`config.mk`:
```
export PLATFORM = sky130hd
export DESIGN_NAME = fwd_hazard_ctrl_flat
export DESIGN_NICKNAME = d
export VERILOG_FILES = /design/src/rtl/fwd_hazard_ctrl_if.sv /design/src/rtl/fwd_hazard_ctrl.sv /design/src/flat_wrapper.sv
export SDC_FILE = /design/constraint.sdc
export NUM_CORES = 1
export LEC_CHECK = 0
export ABC_AREA = 1
export BUFFER_PORTS_ARGS = -buffer_cell sky130_fd_sc_hd__buf_2
export CORE_MARGIN = 2
export CORE_UTILIZATION = 46
export DETAILED_ROUTE_END_ITERATION = 6
export GPL_TIMING_DRIVEN = 0
export PLACE_DENSITY = 0.74
export SLEW_MARGIN = 10
export SYNTH_ARGS = -nofsm -noshare
export SYNTH_HDL_FRONTEND = slang
export SYNTH_SLANG_ARGS = --single-unit
```
`constraint.sdc`:
```
create_clock -name clk -period 1.8 [get_ports clk]
set_input_delay 0.27 -clock clk [delete_from_list [all_inputs] [get_ports clk]]
set_output_delay 0.27 -clock clk [all_outputs]
set_load 0.05 [all_outputs]
```
`src/rtl/fwd_hazard_ctrl_if.sv`:
```
`default_nettype none
// ============================================================================
// Module : fwd_hazard_ctrl_if  -- ID-stage hazard/forwarding bus bundle
// Rev    : 1.0
// ============================================================================
interface fwd_hazard_ctrl_if #(
    parameter int REG_W = 5,
    parameter int CNT_W = 16
);
    logic             hold;
    logic             flush;
    logic             id_valid;
    logic [REG_W-1:0] id_rn;
    logic [REG_W-1:0] id_rm;
    logic             id_use_rn;
    logic             id_use_rm;
    logic [REG_W-1:0] id_rd;
    logic             id_regwrite;
    logic             id_memread;
    logic [1:0]       ex_fwd_a;
    logic [1:0]       ex_fwd_b;
    logic             load_stall;
    logic [CNT_W-1:0] stall_count;

    modport master (
        output hold, flush, id_valid, id_rn, id_rm, id_use_rn, id_use_rm,
               id_rd, id_regwrite, id_memread,
        input  ex_fwd_a, ex_fwd_b, load_stall, stall_count
    );

    modport slave (
        input  hold, flush, id_valid, id_rn, id_rm, id_use_rn, id_use_rm,
               id_rd, id_regwrite, id_memread,
        output ex_fwd_a, ex_fwd_b, load_stall, stall_count
    );
endinterface
`default_nettype wire

```
`src/rtl/fwd_hazard_ctrl.sv`:
```
`default_nettype none
// ============================================================================
// Module : fwd_hazard_ctrl  -- forwarding select / load-use stall controller
// Option : FWD_REGFILE_BYPASS_EN (regfile write-before-read, WB match -> 00)
// Rev    : 1.0
// ============================================================================
module fwd_hazard_ctrl #(
    parameter int REG_W    = 5,
    parameter int ZERO_REG = 31,
    parameter int CNT_W    = 16
) (
    input  logic             clk,
    input  logic             reset,
    fwd_hazard_ctrl_if.slave bus
);

    localparam logic [REG_W-1:0] c_ZERO    = REG_W'(ZERO_REG);
    localparam logic [1:0]       c_SEL_RF  = 2'b00;
    localparam logic [1:0]       c_SEL_EX  = 2'b01;
    localparam logic [1:0]       c_SEL_MEM = 2'b10;
`ifdef FWD_REGFILE_BYPASS_EN
    localparam logic [1:0]       c_SEL_WB  = 2'b00;
`else
    localparam logic [1:0]       c_SEL_WB  = 2'b11;
`endif

    typedef struct packed {
        logic             v;
        logic             wr;
        logic             ld;
        logic [REG_W-1:0] rd;
    } slot_t;

    slot_t            ex_q, mem_q, wb_q, ex_d;
    logic [1:0]       fwd_a_q, fwd_a_d, fwd_b_q, fwd_b_d;
    logic [CNT_W-1:0] stall_cnt_q, stall_cnt_d;

    logic             w_rn_qual, w_rm_qual;
    logic [1:0]       w_sel_a, w_sel_b;
    logic             w_load_stall;

    function automatic logic writing(input slot_t s);
        return s.v & s.wr & (s.rd != c_ZERO);
    endfunction

    // Nearest in-flight producer wins.
    function automatic logic [1:0] fwd_sel(input logic qual, input logic [REG_W-1:0] src,
                                           input slot_t ex, input slot_t mem, input slot_t wb);
        logic [1:0] sel;
        sel = c_SEL_RF;
        if (qual) begin
            if (writing(ex) && ex.rd == src)        sel = c_SEL_EX;
            else if (writing(mem) && mem.rd == src) sel = c_SEL_MEM;
            else if (writing(wb) && wb.rd == src)   sel = c_SEL_WB;
        end
        return sel;
    endfunction

    always_comb begin
        w_rn_qual = bus.id_use_rn & bus.id_valid & (bus.id_rn != c_ZERO);
        w_rm_qual = bus.id_use_rm & bus.id_valid & (bus.id_rm != c_ZERO);
        w_sel_a   = fwd_sel(w_rn_qual, bus.id_rn, ex_q, mem_q, wb_q);
        w_sel_b   = fwd_sel(w_rm_qual, bus.id_rm, ex_q, mem_q, wb_q);

        // A load in EX cannot forward yet; a flushed consumer needs no stall.
        w_load_stall = bus.id_valid & ex_q.v & ex_q.ld & (ex_q.rd != c_ZERO)
                     & ((w_rn_qual & (bus.id_rn == ex_q.rd)) | (w_rm_qual & (bus.id_rm == ex_q.rd)))
                     & ~bus.flush;
    end

    always_comb begin
        ex_d        = '0;
        fwd_a_d     = c_SEL_RF;
        fwd_b_d     = c_SEL_RF;
        stall_cnt_d = stall_cnt_q;

        if (!(bus.flush || w_load_stall)) begin
            ex_d.v  = bus.id_valid;
            ex_d.wr = bus.id_regwrite;
            ex_d.ld = bus.id_memread;
            ex_d.rd = bus.id_rd;
            fwd_a_d = w_sel_a;
            fwd_b_d = w_sel_b;
        end

        if (w_load_stall && (stall_cnt_q != '1)) begin
            stall_cnt_d = stall_cnt_q + CNT_W'(1);
        end
    end

    always_ff @(posedge clk) begin
        if (!reset) begin
            ex_q        <= '0;
            mem_q       <= '0;
            wb_q        <= '0;
            fwd_a_q     <= c_SEL_RF;
            fwd_b_q     <= c_SEL_RF;
            stall_cnt_q <= '0;
        end else if (!bus.hold) begin
            wb_q        <= mem_q;
            mem_q       <= ex_q;
            ex_q        <= ex_d;
            fwd_a_q     <= fwd_a_d;
            fwd_b_q     <= fwd_b_d;
            stall_cnt_q <= stall_cnt_d;
        end
    end

    assign bus.ex_fwd_a    = fwd_a_q;
    assign bus.ex_fwd_b    = fwd_b_q;
    assign bus.load_stall  = w_load_stall;
    assign bus.stall_count = stall_cnt_q;

endmodule
`default_nettype wire

```
`src/flat_wrapper.sv`:
```
// flat-port wrapper written by rule: the top's interface ports become plain ports
module fwd_hazard_ctrl_flat 
#(
    parameter int REG_W    = 5,
    parameter int ZERO_REG = 31,
    parameter int CNT_W    = 16
)
  (clk, reset, bus_hold, bus_flush, bus_id_valid, bus_id_rn, bus_id_rm, bus_id_use_rn, bus_id_use_rm, bus_id_rd, bus_id_regwrite, bus_id_memread, bus_ex_fwd_a, bus_ex_fwd_b, bus_load_stall, bus_stall_count);
  fwd_hazard_ctrl_if #(.REG_W(REG_W), .CNT_W(CNT_W)) bus_i ();
  input  logic clk;
  input  logic reset;
  input wire logic [$bits(bus_i.hold)-1:0] bus_hold;
  input wire logic [$bits(bus_i.flush)-1:0] bus_flush;
  input wire logic [$bits(bus_i.id_valid)-1:0] bus_id_valid;
  input wire logic [$bits(bus_i.id_rn)-1:0] bus_id_rn;
  input wire logic [$bits(bus_i.id_rm)-1:0] bus_id_rm;
  input wire logic [$bits(bus_i.id_use_rn)-1:0] bus_id_use_rn;
  input wire logic [$bits(bus_i.id_use_rm)-1:0] bus_id_use_rm;
  input wire logic [$bits(bus_i.id_rd)-1:0] bus_id_rd;
  input wire logic [$bits(bus_i.id_regwrite)-1:0] bus_id_regwrite;
  input wire logic [$bits(bus_i.id_memread)-1:0] bus_id_memread;
  output wire logic [$bits(bus_i.ex_fwd_a)-1:0] bus_ex_fwd_a;
  output wire logic [$bits(bus_i.ex_fwd_b)-1:0] bus_ex_fwd_b;
  output wire logic [$bits(bus_i.load_stall)-1:0] bus_load_stall;
  output wire logic [$bits(bus_i.stall_count)-1:0] bus_stall_count;
  assign bus_i.hold = bus_hold;
  assign bus_i.flush = bus_flush;
  assign bus_i.id_valid = bus_id_valid;
  assign bus_i.id_rn = bus_id_rn;
  assign bus_i.id_rm = bus_id_rm;
  assign bus_i.id_use_rn = bus_id_use_rn;
  assign bus_i.id_use_rm = bus_id_use_rm;
  assign bus_i.id_rd = bus_id_rd;
  assign bus_i.id_regwrite = bus_id_regwrite;
  assign bus_i.id_memread = bus_id_memread;
  assign bus_ex_fwd_a = bus_i.ex_fwd_a;
  assign bus_ex_fwd_b = bus_i.ex_fwd_b;
  assign bus_load_stall = bus_i.load_stall;
  assign bus_stall_count = bus_i.stall_count;
  fwd_hazard_ctrl #(.REG_W(REG_W), .ZERO_REG(ZERO_REG), .CNT_W(CNT_W)) u_core (.clk(clk), .reset(reset), .bus(bus_i));
endmodule
```
; ---- Word-level counts from Yosys, hierarchy flattened
; Cells that the tools add are included.
; W data, S select, Z words.
[op_classes]
n_addsub = 1
n_bitwise = 20
eq_ne = 14
muxes = 11
reduce_logical = 9
[op_table]
columns = operator, count
row1 = $eq A5 B5 Y1, 8
row2 = $ne A5 B5 Y1 const B, 5
row3 = $mux W2, 10
row4 = $and A1 B1 Y1, 17
row5 = $add A16 B1 Y16 const B, 1
row6 = $ne A16 B16 Y1 const B, 1
row7 = $mux W8, 1
row8 = $logic_and A1 B1 Y1, 7
row9 = $not A1 Y1, 2
row10 = $reduce_and A2 Y1, 1
row11 = $logic_or A1 B1 Y1, 1
row12 = $or A1 B1 Y1, 1
[word_totals]
inputBits = 24
wordCells = 68
output_inout_bits = 21
regBits = 42

; ---- Depth between registers and ports, before layout
[logic_depth]
word_depth = 8
depth_mapped = 12
depth_no_buf = 12

; ---- Worst setup path before layout
; No wires, ideal clock.
[synth_path]
kind = flip-flop to flip-flop
start = register u_core.stall_cnt_q[0] (netlist: u_core.bus.stall_count[0])
end = register u_core.stall_cnt_q[4] (netlist: u_core.bus.stall_count[4])
arrival_time_ns = 1.881
setup_time_ns = 0.117
path_stages_with_launch = 11
required_ns = 1.683
n_path_buf = 0
period_less_slack_ns = 1.998
slack_ns = -0.198
cell_sequence = dfxtp_1 ha_1 nand2_1 nor2_1 nand2_1 nor2_1 nand4_1 clkinv_1 nor2_8 a21oi_1 nor2_1
[synth_between]
elab_chain_cells = 3
elab_cells_between_ends = 4
[synth_lines]
columns = item, line_no
row1 = start: declaration, fwd_hazard_ctrl.sv:36  ; logic [CNT_W-1:0] stall_cnt_q, stall_cnt_d;
row2 = start signal: assignment, fwd_hazard_ctrl.sv:105  ; stall_cnt_q <= stall_cnt_d;
row3 = "parallel branches: the longest is 3 deep, another holds $add A16 B1 Y16", --
; Several ways; the timed one is not identified.
; A chain may end at the register's enable or synchronous reset.

; ---- Worst setup path after layout
[layout_path]
start = register u_core.ex_q[4] in the netlist's numbering
end = output bus_load_stall
[layout_between]
elab_chain_cells = 5
elab_cells_between_ends = 9
[layout_lines]
columns = item, line_no
row1 = start: declaration, fwd_hazard_ctrl.sv:34  ; slot_t ex_q, mem_q, wb_q, ex_d;
row2 = start signal: assignment, fwd_hazard_ctrl.sv:93  ; ex_q <= '0;
row3 = start signal: assignment, fwd_hazard_ctrl.sv:102  ; ex_q <= ex_d;
row4 = $eq A5 B5 Y1, fwd_hazard_ctrl.sv:67  ; & ((w_rn_qual & (bus.id_rn == ex_q.rd)) | (w_rm_qual & (bus.id_rm == ex_q.rd)))
row5 = $and A1 B1 Y1, fwd_hazard_ctrl.sv:67
row6 = $or A1 B1 Y1, fwd_hazard_ctrl.sv:67
row7 = $and A1 B1 Y1 *, fwd_hazard_ctrl.sv:67
row8 = $and A1 B1 Y1 *, fwd_hazard_ctrl.sv:68  ; & ~bus.flush;
row9 = end: declaration, flat_wrapper.sv:24  ; output wire logic [$bits(bus_i.load_stall)-1:0] bus_load_stall;
; Every way passes the cells marked *; elsewhere a longest branch is shown, timed or not.

==> out/summary.txt <==
run status: finished with violations
violated checks: negative setup slack
CP cell instances: inv_4 -> nand2_1 -> nand2_1 -> nand3_2 -> nor2_4 -> nand2_2 -> nand2_4 -> nand3_4 -> inv_4 -> buf_8
Adder-Cell Fraction of Synth Area: 0.4914%
DP Wirelength: 4704 um
htree depth: 2
combinational fraction of design power: 12.9%
Synth Instances: 362
Nets: 447
final period utilization: 101.0%
DIE AREA: 0.006147 sq mm
sw power: 523.6 uW
FILL cells: 513
Post-Layout Cell Count: 495
maximum vdd drop: 316.6 uV
CORE AREA: 0.005439 sq mm
power density cells: 623.0 mW/mm^2
largest net degree at the start of global routing: 14
RSZ-0062 raised after global routing: yes
worst-path fanout max: 5
register area: 864.6 sq um
final max-slew violation count: 0
clk sinks: 42
hold_buf cts: 0
initial antenna violation count: 0
IO Port Bufs: 44
Hold Crit Class: in2reg
Max Cap Violations: 0
worst-margin pin slew: 0.5143 ns
Seq pwr share: 49.4%
I/O pin cnt: 45
CP required: 1.53 ns
f_max: 0.5498 GHz
register bit total from synthesis: 42
Post-route DRC: 0
Int Pwr: 1.466 mW
Mean Syn Cell Area: 7.034 sq um
Wirelength per Cell: 13.39 um
Yosys cell types: 34
CTS tree: built
Initial Util: 46.81%
LEAKAGE: 1.295 nW
first-pass GRT wire length: 10580 um
area of the mapped netlist: 0.002546 sq mm
clk slew on worst S/H paths: 0.09 ns
CP Data Arrival Time: 1.55 ns
num rows: 27
yosys warns: 0
Avg Vias per Cell: 5.123
Post-Place Worst Slack: -0.04593 ns
CP max stage delay: 0.38 ns
post-synthesis sequential area ratio: 33.02%
highest-delay cell along the critical path: dfxtp_4
proportion of layout cells with a drive suffix above 1: 28.37%
Setup crit end kind: primary output
syn nets: 387
multi-input combinational cell area: 0.001640 sq mm
endpoints failing setup: 5
fin crit period: 1.819 ns
Startpoint Class: flip-flop
Num CTS Buffers: 5
vias in the first global route: 2297
n_diodes: 0
Final Power: 1.989 mW
root buf cell: clkbuf_8
XOR/XNOR Fraction of Synth Area: 12.38%
placed cell count: 478
Rel. slew slack: 65.72%
Worst Setup Slack, final: -0.01888 ns
final hold violations: 0
gr usage total: 21.39%
antenna-violating nets left: 0
Max clock buf depth: 2
CP Class: reg2out
drt first pass iters: 4
worst clock skew: 0.008108 ns
height of the die: 78.40 um
area delta synth->final: 25.41%
initial drt markers: 121
main combinational cell family by area after synthesis: simple AND/OR/NAND/NOR gates
routed wire length: 6626 um
Overflow after GRT: 0
RD Place Congestion: 0.8766
post-synthesis mux area share: 0%
Synth Area in Compound Gates: 10.02%
chip width: 78.40 um
Worst-Skew Late Latency: 0.30 ns
clock power share: 37.8%
Switching Share: 26.32%
Synth Area in Simple Gates: 37.89%
fin util: 58.71%
total number of vias: 2536
-- power by group through the flow --
stage	registers, mW	logic [mW]	clock network, mW
2_1_floorplan	0.998	0.158	0
3_3_place_gp	1.01	0.231	0
3_5_place_dp	1.01	0.236	0
4_1_cts	0.984	0.241	0.754
5_1_grt	0.987	0.287	0.790
6_report	0.982	0.256	0.751
-- final timing paths --
kind | startpoint | end | slack, ns | cells after the start
min reg2reg | u_core.bus.ex_fwd_a[0] | u_core.bus.ex_fwd_a[0] | 0.48 | 2
max reg2reg | u_core.bus.stall_count[0] | u_core.bus.stall_count[5] | -0.01 | 11
max | u_core.ex_q[4] | bus_load_stall | -0.02 | 10
min | bus_id_rd[3] | u_core.ex_q[3] | 0.21 | 3
-- metal layers --
metal  vias up  share of wire, %  global-route usage, %
li1       1286                 -                      -
met1      1166                44                  26.69
met2        75                50                  38.88
met3         9               4.4                  3.333
met4         0              0.95                  4.561
met5         -                 0                      0
-- what timing repair did --
action | 4_1_cts | 5_1_grt
pin swaps | 6 | 22
gates cloned | 0 | 2
gates resized for setup | 12 | 31
setup endpoints to repair | 7 | 27
buffers inserted | 3 | 4
-- synthesized netlist by cell type (all sizes together) --
library cell | number | area (sq um)
nand2 | 79 | 306.5
nor2 | 73 | 312.8
dfxtp | 42 | 840.8
nand3 | 36 | 247.8
inv | 27 | 101.4
a21oi | 25 | 147.7
xnor2 | 20 | 175.2
o21ai | 16 | 80.08
xor2 | 16 | 140.1
buf | 6 | 33.78
clkbuf | 5 | 18.77
nor3 | 4 | 20.02
nand4 | 3 | 40.04
a31oi | 2 | 12.51
nor4 | 2 | 18.77
o21bai | 2 | 15.01
and3 | 1 | 11.26
clkinv | 1 | 3.750
ha | 1 | 12.51
nand3b | 1 | 7.510
-- area by class of cell --
class | count | share of cell area (%)
Inverter | 28 | 3.448
Buffer | 11 | 1.763
Multi-Input combinational cell | 282 | 51.37
Timing Repair Buffer | 52 | 10.11
Clock buffer | 5 | 2.155
Clock inverter | 3 | 1.254
Sequential cell | 42 | 27.08
Tap cell | 72 | 2.821
-- registers in the layout (all words and copies together), names as in the netlist --
register / cells
u_core.ex_q: 8
u_core.bus.stall_count: 16
u_core.bus.ex_fwd_b: 2
u_core.mem_q: 7
u_core.bus.ex_fwd_a: 2
u_core.wb_q: 7
-- per-stage QoR --
stage | hold slack (ns) | cell area (sq um) | setup TNS, ns
floorplan | 0.4136 | 2551 | 0
global placement | 0.4624 | 2861 | -0.02192
detailed placement | 0.4614 | 2861 | -0.04660
CTS | 0.2099 | 3023 | -0.02845
global route | 0.2097 | 3193 | -1.169
finish | 0.2109 | 3193 | -0.03021
-- cell usage in the layout (no fill, tap or decap), types with 3 or more instances in the layout --
cell type	instances
nand2_1	75
nor2_1	59
buf_2	46
dfxtp_1	33
inv_1	25
nand3_1	22
a21oi_1	21
xnor2_1	17
xor2_1	16
o21ai_0	16
nand3_2	13
nor2_2	8
nor2_4	6
clkbuf_1	5
clkbuf_8	5
dfxtp_4	5
nor3_1	4
buf_6	4
dfxtp_2	4
xnor2_2	3
nand2_2	3
a21oi_2	3
buf_4	3
-- worst max-delay path, delay by kind of cell, from the launching register on --
family | cells | cell delay [ns]
and+or+nand+nor | 7 | 0.60
DFF | 1 | 0.38
buffers and inverters | 3 | 0.27
-- cells by family (layout without fill, tap and decap cells) --
kind of cell | after synthesis | count (layout)
and+or+nand+nor | 199 | 200
AOI/OAI and AO/OA | 45 | 45
DFF | 42 | 42
buffers and inverters | 39 | 99
xor gates and xnor gates | 36 | 36
adders and majority gates | 1 | 1
No activity file was read; power rests on OpenSTA's default activity.
